`config.mk`:
```
export PLATFORM = sky130hd
export DESIGN_NAME = fetch_stage
export DESIGN_NICKNAME = d
export VERILOG_FILES = /design/src/rtl/fetch_stage.sv
export SDC_FILE = /design/constraint.sdc
export NUM_CORES = 1
export LEC_CHECK = 0
export CAP_MARGIN = 5
export CELL_PAD_IN_SITES_DETAIL_PLACEMENT = 1
export CELL_PAD_IN_SITES_GLOBAL_PLACEMENT = 2
export CORE_AREA = 2 2 103 105
export DETAILED_ROUTE_END_ITERATION = 16
export DIE_AREA = 0 0 105 107
export MAX_ROUTING_LAYER = met4
export PLACE_DENSITY = 0.81
export SYNTH_ARGS = -nofsm -noshare
export SYNTH_HDL_FRONTEND = slang
export SYNTH_SLANG_ARGS = --single-unit
```
`constraint.sdc`:
```
create_clock -name clk -period 1.86 [get_ports clk]
set_clock_uncertainty 0.05 [all_clocks]
set_input_delay 0.558 -clock clk [delete_from_list [all_inputs] [get_ports clk]]
set_output_delay 0.558 -clock clk [all_outputs]
set_load 0.005 [all_outputs]
```
`src/rtl/fetch_stage.sv`:
```
// +-----------------------------------------------------------------------------
// | Module   : fetch_stage
// | Brief    : PC sequencing, instruction-memory addressing and fetch latch.
// |            Optional performance counters under FETCH_PERF_CNT_EN.
// | Revision : 1.0 - initial release
// +-----------------------------------------------------------------------------
`default_nettype none

module fetch_stage #(
  parameter int            PC_W    = 10,
  parameter int            INSTR_W = 18,
  parameter logic [PC_W-1:0] INT_VEC = 10'h3FF
) (
  input  logic               clk,
  input  logic               reset,
  input  logic               pc_reset,
  input  logic               pc_inc,
  input  logic               pc_load,
  input  logic [1:0]         pc_load_sel,
  input  logic [PC_W-1:0]    branch_addr,
  input  logic [PC_W-1:0]    ret_addr,
  input  logic               imem_addr_mux,
  input  logic               fetch_latch_stall,
  input  logic               dec_nop,
  output logic [PC_W-1:0]    imem_addr,
  input  logic [INSTR_W-1:0] imem_data,
  output logic [INSTR_W-1:0] if_instr,
  output logic [PC_W-1:0]    if_pc,
  output logic               if_valid
`ifdef FETCH_PERF_CNT_EN
  ,
  output logic [15:0]        stall_cnt,
  output logic [15:0]        flush_cnt
`endif
);

  logic [PC_W-1:0]    pc_q, pc_d;
  logic [PC_W-1:0]    addr_q, addr_d;
  logic               req_v_q, req_v_d;
  logic [INSTR_W-1:0] if_instr_q, if_instr_d;
  logic [PC_W-1:0]    if_pc_q, if_pc_d;
  logic               if_valid_q, if_valid_d;

  // Replay lets a stalled decode keep re-reading the word it is waiting on.
  assign imem_addr = imem_addr_mux ? addr_q : pc_q;

  always_comb begin
    pc_d = pc_q;
    if (reset || pc_reset) begin
      pc_d = '0;
    end else if (pc_load) begin
      case (pc_load_sel)
        2'b01:   pc_d = ret_addr;
        2'b10:   pc_d = INT_VEC;
        default: pc_d = branch_addr;
      endcase
    end else if (pc_inc) begin
      pc_d = pc_q + PC_W'(1);
    end
  end

  always_comb begin
    addr_d     = reset ? '0 : imem_addr;
    req_v_d    = !(reset || pc_reset);
    if_instr_d = if_instr_q;
    if_pc_d    = if_pc_q;
    if_valid_d = if_valid_q;
    if (reset) begin
      if_instr_d = '0;
      if_pc_d    = '0;
      if_valid_d = 1'b0;
    end else if (!fetch_latch_stall) begin
      if_instr_d = imem_data;
      if_pc_d    = addr_q;
      if_valid_d = req_v_q && !dec_nop;
    end
  end

  always_ff @(posedge clk) begin
    pc_q       <= pc_d;
    addr_q     <= addr_d;
    req_v_q    <= req_v_d;
    if_instr_q <= if_instr_d;
    if_pc_q    <= if_pc_d;
    if_valid_q <= if_valid_d;
  end

  assign if_instr = if_instr_q;
  assign if_pc    = if_pc_q;
  assign if_valid = if_valid_q;

`ifdef FETCH_PERF_CNT_EN
  logic [15:0] stall_cnt_q, stall_cnt_d;
  logic [15:0] flush_cnt_q, flush_cnt_d;

  // Both counters saturate rather than wrap so a long run never reads low.
  always_comb begin
    stall_cnt_d = stall_cnt_q;
    flush_cnt_d = flush_cnt_q;
    if (reset) begin
      stall_cnt_d = '0;
      flush_cnt_d = '0;
    end else begin
      if (fetch_latch_stall && (stall_cnt_q != 16'hFFFF))
        stall_cnt_d = stall_cnt_q + 16'd1;
      if (!fetch_latch_stall && dec_nop && req_v_q && (flush_cnt_q != 16'hFFFF))
        flush_cnt_d = flush_cnt_q + 16'd1;
    end
  end

  always_ff @(posedge clk) begin
    stall_cnt_q <= stall_cnt_d;
    flush_cnt_q <= flush_cnt_d;
  end

  assign stall_cnt = stall_cnt_q;
  assign flush_cnt = flush_cnt_q;
`endif

endmodule

`default_nettype wire

```
==> metrics.cfg, run 1 <==
[status]
status=finished, violations left
violations=negative setup slack

[sta]
tightest_slew_ns=0.412
finalHoldViolCount=0
finalCritPeriodShare_pct=104
rsz0062_at_grt=true
max_slew_margin_pct=72.5
tns_ns=-0.162
maxSlewViolCount=0
timing.fmax_mhz=515
period_needed_ns=1.94
final.setup.worst_slack_ns=-0.0828
setup_viol=2

[synthesis]
yosysWarnings=0
syn-cell-area_um2=2280
synth_nets=287
synth_edf_count=0
synth_cell_types=42
synthArstFlopShare_pct=0
ys_seq_area_share_pct=43.8
synth_ff_type=dfxtp_1
syn_inst=236
ys_ff_latch=50
postSynthAreaPerCell_um2=9.68

[clock_tree]
htree_levels=2
cts_tree=done
clockRootBuffer=clkbuf_8
numCtsBuffers=5
cts.sinks=50
clk_pin_slew_worst_paths_ns=0.09
clock_latency_ns=0.29
clockBufferDepth=2

[cells_and_area]
diodes=0
drive_gt1_share_pct=19.2
post-route-util_pct=35.6
syn_to_final_growth_pct=57.3
fin_nets=389
fin_cells=475
final_common_cell=clkdlybuf4s50_1
mostFrequentLayoutCells=clkdlybuf4s50_1 (72), dfxtp_1 (50), nor2_1 (35), mux2i_1 (28), buf_4 (22)
post-route-cell-area_um2=3590

[floorplanning]
core.rowCount=37
die_area_um2=11200
boundaryPins=87
initial_utilization_pct=22.6
die_width_um=105
coreArea_um2=10100
die_y_um=107

[setup_path]
cp.arrival_ns=1.33
cp_max_fo=5
critPathMaxStageDelay_ns=0.30
crit_slowest_cell=mux2_4
path_cells=buf_12 -> buf_12 -> buf_6 -> mux2_4 -> buf_6
r2r_cells=6
cp-startpoint=imem_addr_mux
start_kind=input port
critical_path_required_ns=1.25
cp-end-kind=primary output
criticalPathCategory=input port to primary output
rr_startpoint=pc_q[0]

[worst_hold_path]
hold_class=flip-flop to flip-flop
holdCritStartpoint=if_instr[15]
min_path_cells=2

[grt]
grt-ovfl-total=0
grt_max_degree=40
grt_pass1_vias=2192
grt_pass1_wl_mm=11.2
grt_usage_pct=12.6
antenna_found_initial=0

[power]
seqPwrFrac_pct=47.9
p_leak_nw=1.52
ir_drop_uv=313
share_comb_of_total_power_pct=20.0
powerDensity_nw_per_um2=656
pwr-share-clk_pct=32.1
switching_share_pct=23.7
p_int_mw=1.80
netSwitchingPower_uw=558

[placement]
gp_congestion=0.746
place_area_um2=3410
portBuffers=86
place_inst=462
dp_hpwl_mm=5.06

[run]
maxCapViolations=0

[detailed_routing]
first_iter_violations=79
detail_route.wl_per_cell_um=14.0
routed_wl_mm=6.67
drt_pre_antenna_iters=4
drtAntennaViolNets=0
drc=0
avgViaCountPerCell=4.42
num_vias=2101

## worst max-delay path: cells and delay by family
family / cells / cell delay, ns
buffers and inverters: 4 / 0.48
muxes: 1 / 0.30
## cell families (layout without fill, tap and decap cells)
family / Yosys count / after routing / share of synthesized area (%)
xor gates and xnor gates: 3 / 3 / 1.15
and+or+nand+nor: 79 / 79 / 17.9
muxes: 37 / 37 / 16.7
AOI/OAI and AO/OA: 41 / 41 / 13.2
DFF: 50 / 50 / 43.8
adders and majority gates: 3 / 3 / 1.64
buffers and inverters: 23 / 126 / 5.53
## power groups by stage
stage          logic, mW  clock network (mW)  registers (mW)
2_1_floorplan      0.201                   0            1.16
3_3_place_gp       0.433                   0            1.15
3_5_place_dp       0.444                   0            1.16
4_1_cts            0.477               0.790            1.13
5_1_grt            0.515               0.840            1.14
6_report           0.471               0.755            1.13
## flip-flops by register name (all words and copies together), names as in the netlist
name and cells:
if_instr 18, req_v_q 1, addr_q 10, if_valid 1, pc_q 10, if_pc 10
## synthesized netlist by cell type, types with 4 or more instances
library cell	number	area, um^2
a211o_1	5	43.8
a21oi_1	8	40.0
a31oi_1	5	31.3
and3_1	4	25.0
buf_2	8	40.0
clkbuf_1	6	22.5
dfxtp_1	50	1000
inv_1	4	15.0
mux2_2	9	101
mux2i_1	28	280
nand2_1	6	22.5
nand3_1	4	20.0
nor2_1	35	131
nor2b_1	11	68.8
nor3_1	4	20.0
o211ai_1	4	30.0
o21ai_0	5	25.0
or2b_1	4	30.0
## stage by stage
stage	hold WS [ns]	total power, mW	setup slack [ns]
6_report	0.450	2.36	-0.0828
2_1_floorplan	0.404	1.36	0.0129
3_5_place_dp	0.433	1.60	-0.774
3_3_place_gp	0.419	1.59	-0.761
4_1_cts	0.455	2.40	-0.0847
5_1_grt	0.492	2.49	-0.106
## worst paths after layout
check,slack [ns],end
worst max-delay path,-0.08,imem_addr[1]
worst min-delay path,0.45,if_instr[15]
worst max register to register,0.31,pc_q[8]
worst min register to register,0.45,if_instr[15]
## cell type report
cell class / count / area (um^2)
Multi-Input combinational cell: 163 / 1190
Clock inverter: 1 / 30.0
Timing Repair Buffer: 114 / 1110
Tap cell: 136 / 170
Sequential cell: 50 / 1000
Clock buffer: 7 / 76.3
Inverter: 4 / 15.0
Fill cell: 1199 / 6500
## layer usage
metal / up-vias / wire length, um / track usage (%)
met1: 980 / 3300 / 16.3
met2: 82 / 2950 / 20.1
met3: 6 / 362 / 2.55
met4: 0 / 63 / 3.14
li1: 1033 / - / -
met5: - / 0 / -
## what timing repair did
item	4_1_cts	5_1_grt
cloned	1	0
gates resized for setup	55	10
buffers inserted	5	0
hold buffers	0	0
endpoints found under the setup margin	20	10
pin swaps	2	1
(Power assumes the default switching activity.)
==> inputs of run 2 (changes only) <==
Settings changed: CTS_CLUSTER_DIAMETER set to 200, PLACE_DENSITY 0.81 to 0.79.
==> run 2 against run 1 <==
Compared with the run above:
- the flow still finishes with violations (negative setup slack)
- power decreased by 3.7%
- worst setup slack improved by 0.011 ns
- count of clock-buffer cells in the layout decreased by 1
- sequential cell count unchanged
- die area unchanged
==> metrics.cfg, run 2 (synthesis results as in run 1) <==
[status]
status=finished, violations left
violations=negative setup slack

[setup_path]
r2r_cells=6
reg2reg_to=pc_q[6]
cp-end-kind=primary output
rr_startpoint=pc_q[0]
cp_max_fo=5
critical_path_required_ns=1.25
cp.arrival_ns=1.32
critPathMaxStageDelay_ns=0.30
start_kind=input port
cp-startpoint=imem_addr_mux
path_depth=5
path_cells=buf_12 -> buf_16 -> buf_6 -> mux2_4 -> buf_6
critPathBufInv=4
endpoint=imem_addr[9]
cp_top_family=buffers and inverters
crit_top_cell=buf_6
r2r_slack_ns=0.27
crit_slowest_cell=mux2_4
criticalPathCategory=input port to primary output

[detailed_routing]
num_vias=2123
detail_route.wl_per_cell_um=14.6
avgViaCountPerCell=4.48
first_iter_violations=69
drt_pre_antenna_iters=4
routed_wl_mm=6.92
drc=0
drtAntennaViolNets=0

[clock_tree]
clockRootBuffer=clkbuf_8
clk_pin_slew_worst_paths_ns=0.09
numCtsBuffers=5
clockBufferDepth=2
cts.sinks=50
htree_levels=2
cts_tree=done
clock_latency_ns=0.30

[cells_and_area]
drive_gt1_share_pct=20.1
diodes=0
mostFrequentLayoutCells=clkdlybuf4s50_1 (72), dfxtp_1 (50), nor2_1 (35), mux2i_1 (28), buf_4 (23)
final_common_cell=clkdlybuf4s50_1
post-route-cell-area_um2=3580
syn_to_final_growth_pct=56.9
fin_nets=388
largest_register_ffs=18

[floorplanning]
initial_utilization_pct=22.6
boundaryPins=87
core.rowCount=37
die_area_um2=11200
die_y_um=107
coreArea_um2=10100
die_width_um=105

[grt]
grt_max_degree=40
grt-ovfl-total=0
antenna_found_initial=0
grt_pass1_wl_mm=11.4
grt_usage_pct=12.9
grt_pass1_vias=2179

[sta]
final.setup.worst_slack_ns=-0.0714
finalCritPeriodShare_pct=104
rsz0062_at_grt=true
timing.fmax_mhz=518
maxSlewViolCount=0
setup_viol=1
max_slew_margin_pct=73.7
tightest_slew_ns=0.395
finalHoldViolCount=0
period_needed_ns=1.93

[power]
p_leak_nw=1.52
ir_drop_uv=240
powerDensity_nw_per_um2=633
power_mw=2.27

[placement]
place_area_um2=3380
dp_hpwl_mm=5.10
portBuffers=86
gp_congestion=0.744
dp_slack_ns=-0.772

[run]
maxCapViolations=0

[worst_hold_path]
hold_class=flip-flop to flip-flop

run 2: worst min path at each step:
stage                        endpoint  cells after the start   startpoint  slack, ns
final                     if_instr[9]                      2  if_instr[9]       0.45
after global placement       if_pc[5]                      2    addr_q[5]       0.42
after global routing         if_pc[6]                      2    addr_q[6]       0.50
after detailed placement     if_pc[0]                      2    addr_q[0]       0.43
after floorplan              if_pc[0]                      2    addr_q[0]       0.40
after CTS                    if_valid                      2     if_valid       0.46
run 2: power by group:
group          total, mW  switching, mW  internal [mW]
Clock              0.666          0.366          0.300
Combinational      0.471          0.186          0.286
Sequential          1.13         0.0216           1.11
run 2: final cells by class:
type / count / area (um^2)
fill: 1229 / 6510
multi-input combinational: 163 / 1220
timing repair buffer: 113 / 1080
sequential: 50 / 1000
tap: 136 / 170
clock buffer: 6 / 82.6
inverter: 4 / 15.0
clock inverter: 2 / 12.5
run 2: repair_timing:
| item | 4_1_cts | 5_1_grt |
|---|---|---|
| cloned | 1 | 0 |
| endpoints found under the hold margin | 0 | 0 |
| buffers inserted | 5 | 0 |
| gates resized for setup | 60 | 10 |
| endpoints found under the setup margin | 20 | 9 |
| pin swaps | 6 | 2 |
| hold buffers | 0 | 0 |
run 2: metal layers:
layer | routed length, um | track usage, % | vias up
li1 | - | - | 1031
met1 | 3290 | 16.3 | 1014
met2 | 3190 | 21.2 | 72
met3 | 358 | 2.55 | 6
met4 | 80 | 3.71 | 0
met5 | 0 | - | -
run 2: metrics by stage:
stage / hold WS (ns) / instances / TNS (ns) / utilization [%]
after floorplan: 0.404 / 236 / 0 / -
after global placement: 0.420 / 460 / -12.62 / 33.5
after detailed placement: 0.432 / 460 / -13.15 / 33.5
after CTS: 0.458 / 474 / -0.234 / 35.3
after global routing: 0.498 / 474 / -0.0878 / 35.5
final: 0.450 / 474 / -0.0714 / 35.5
run 2: worst reg2reg max path, stage by stage (launching register included):
cell and delay [ns]:
dfxtp_1 0.38, buf_4 0.16, ha_1 0.22, and4_1 0.29
a41oi_1 0.13, a31oi_1 0.17, nor3_1 0.07
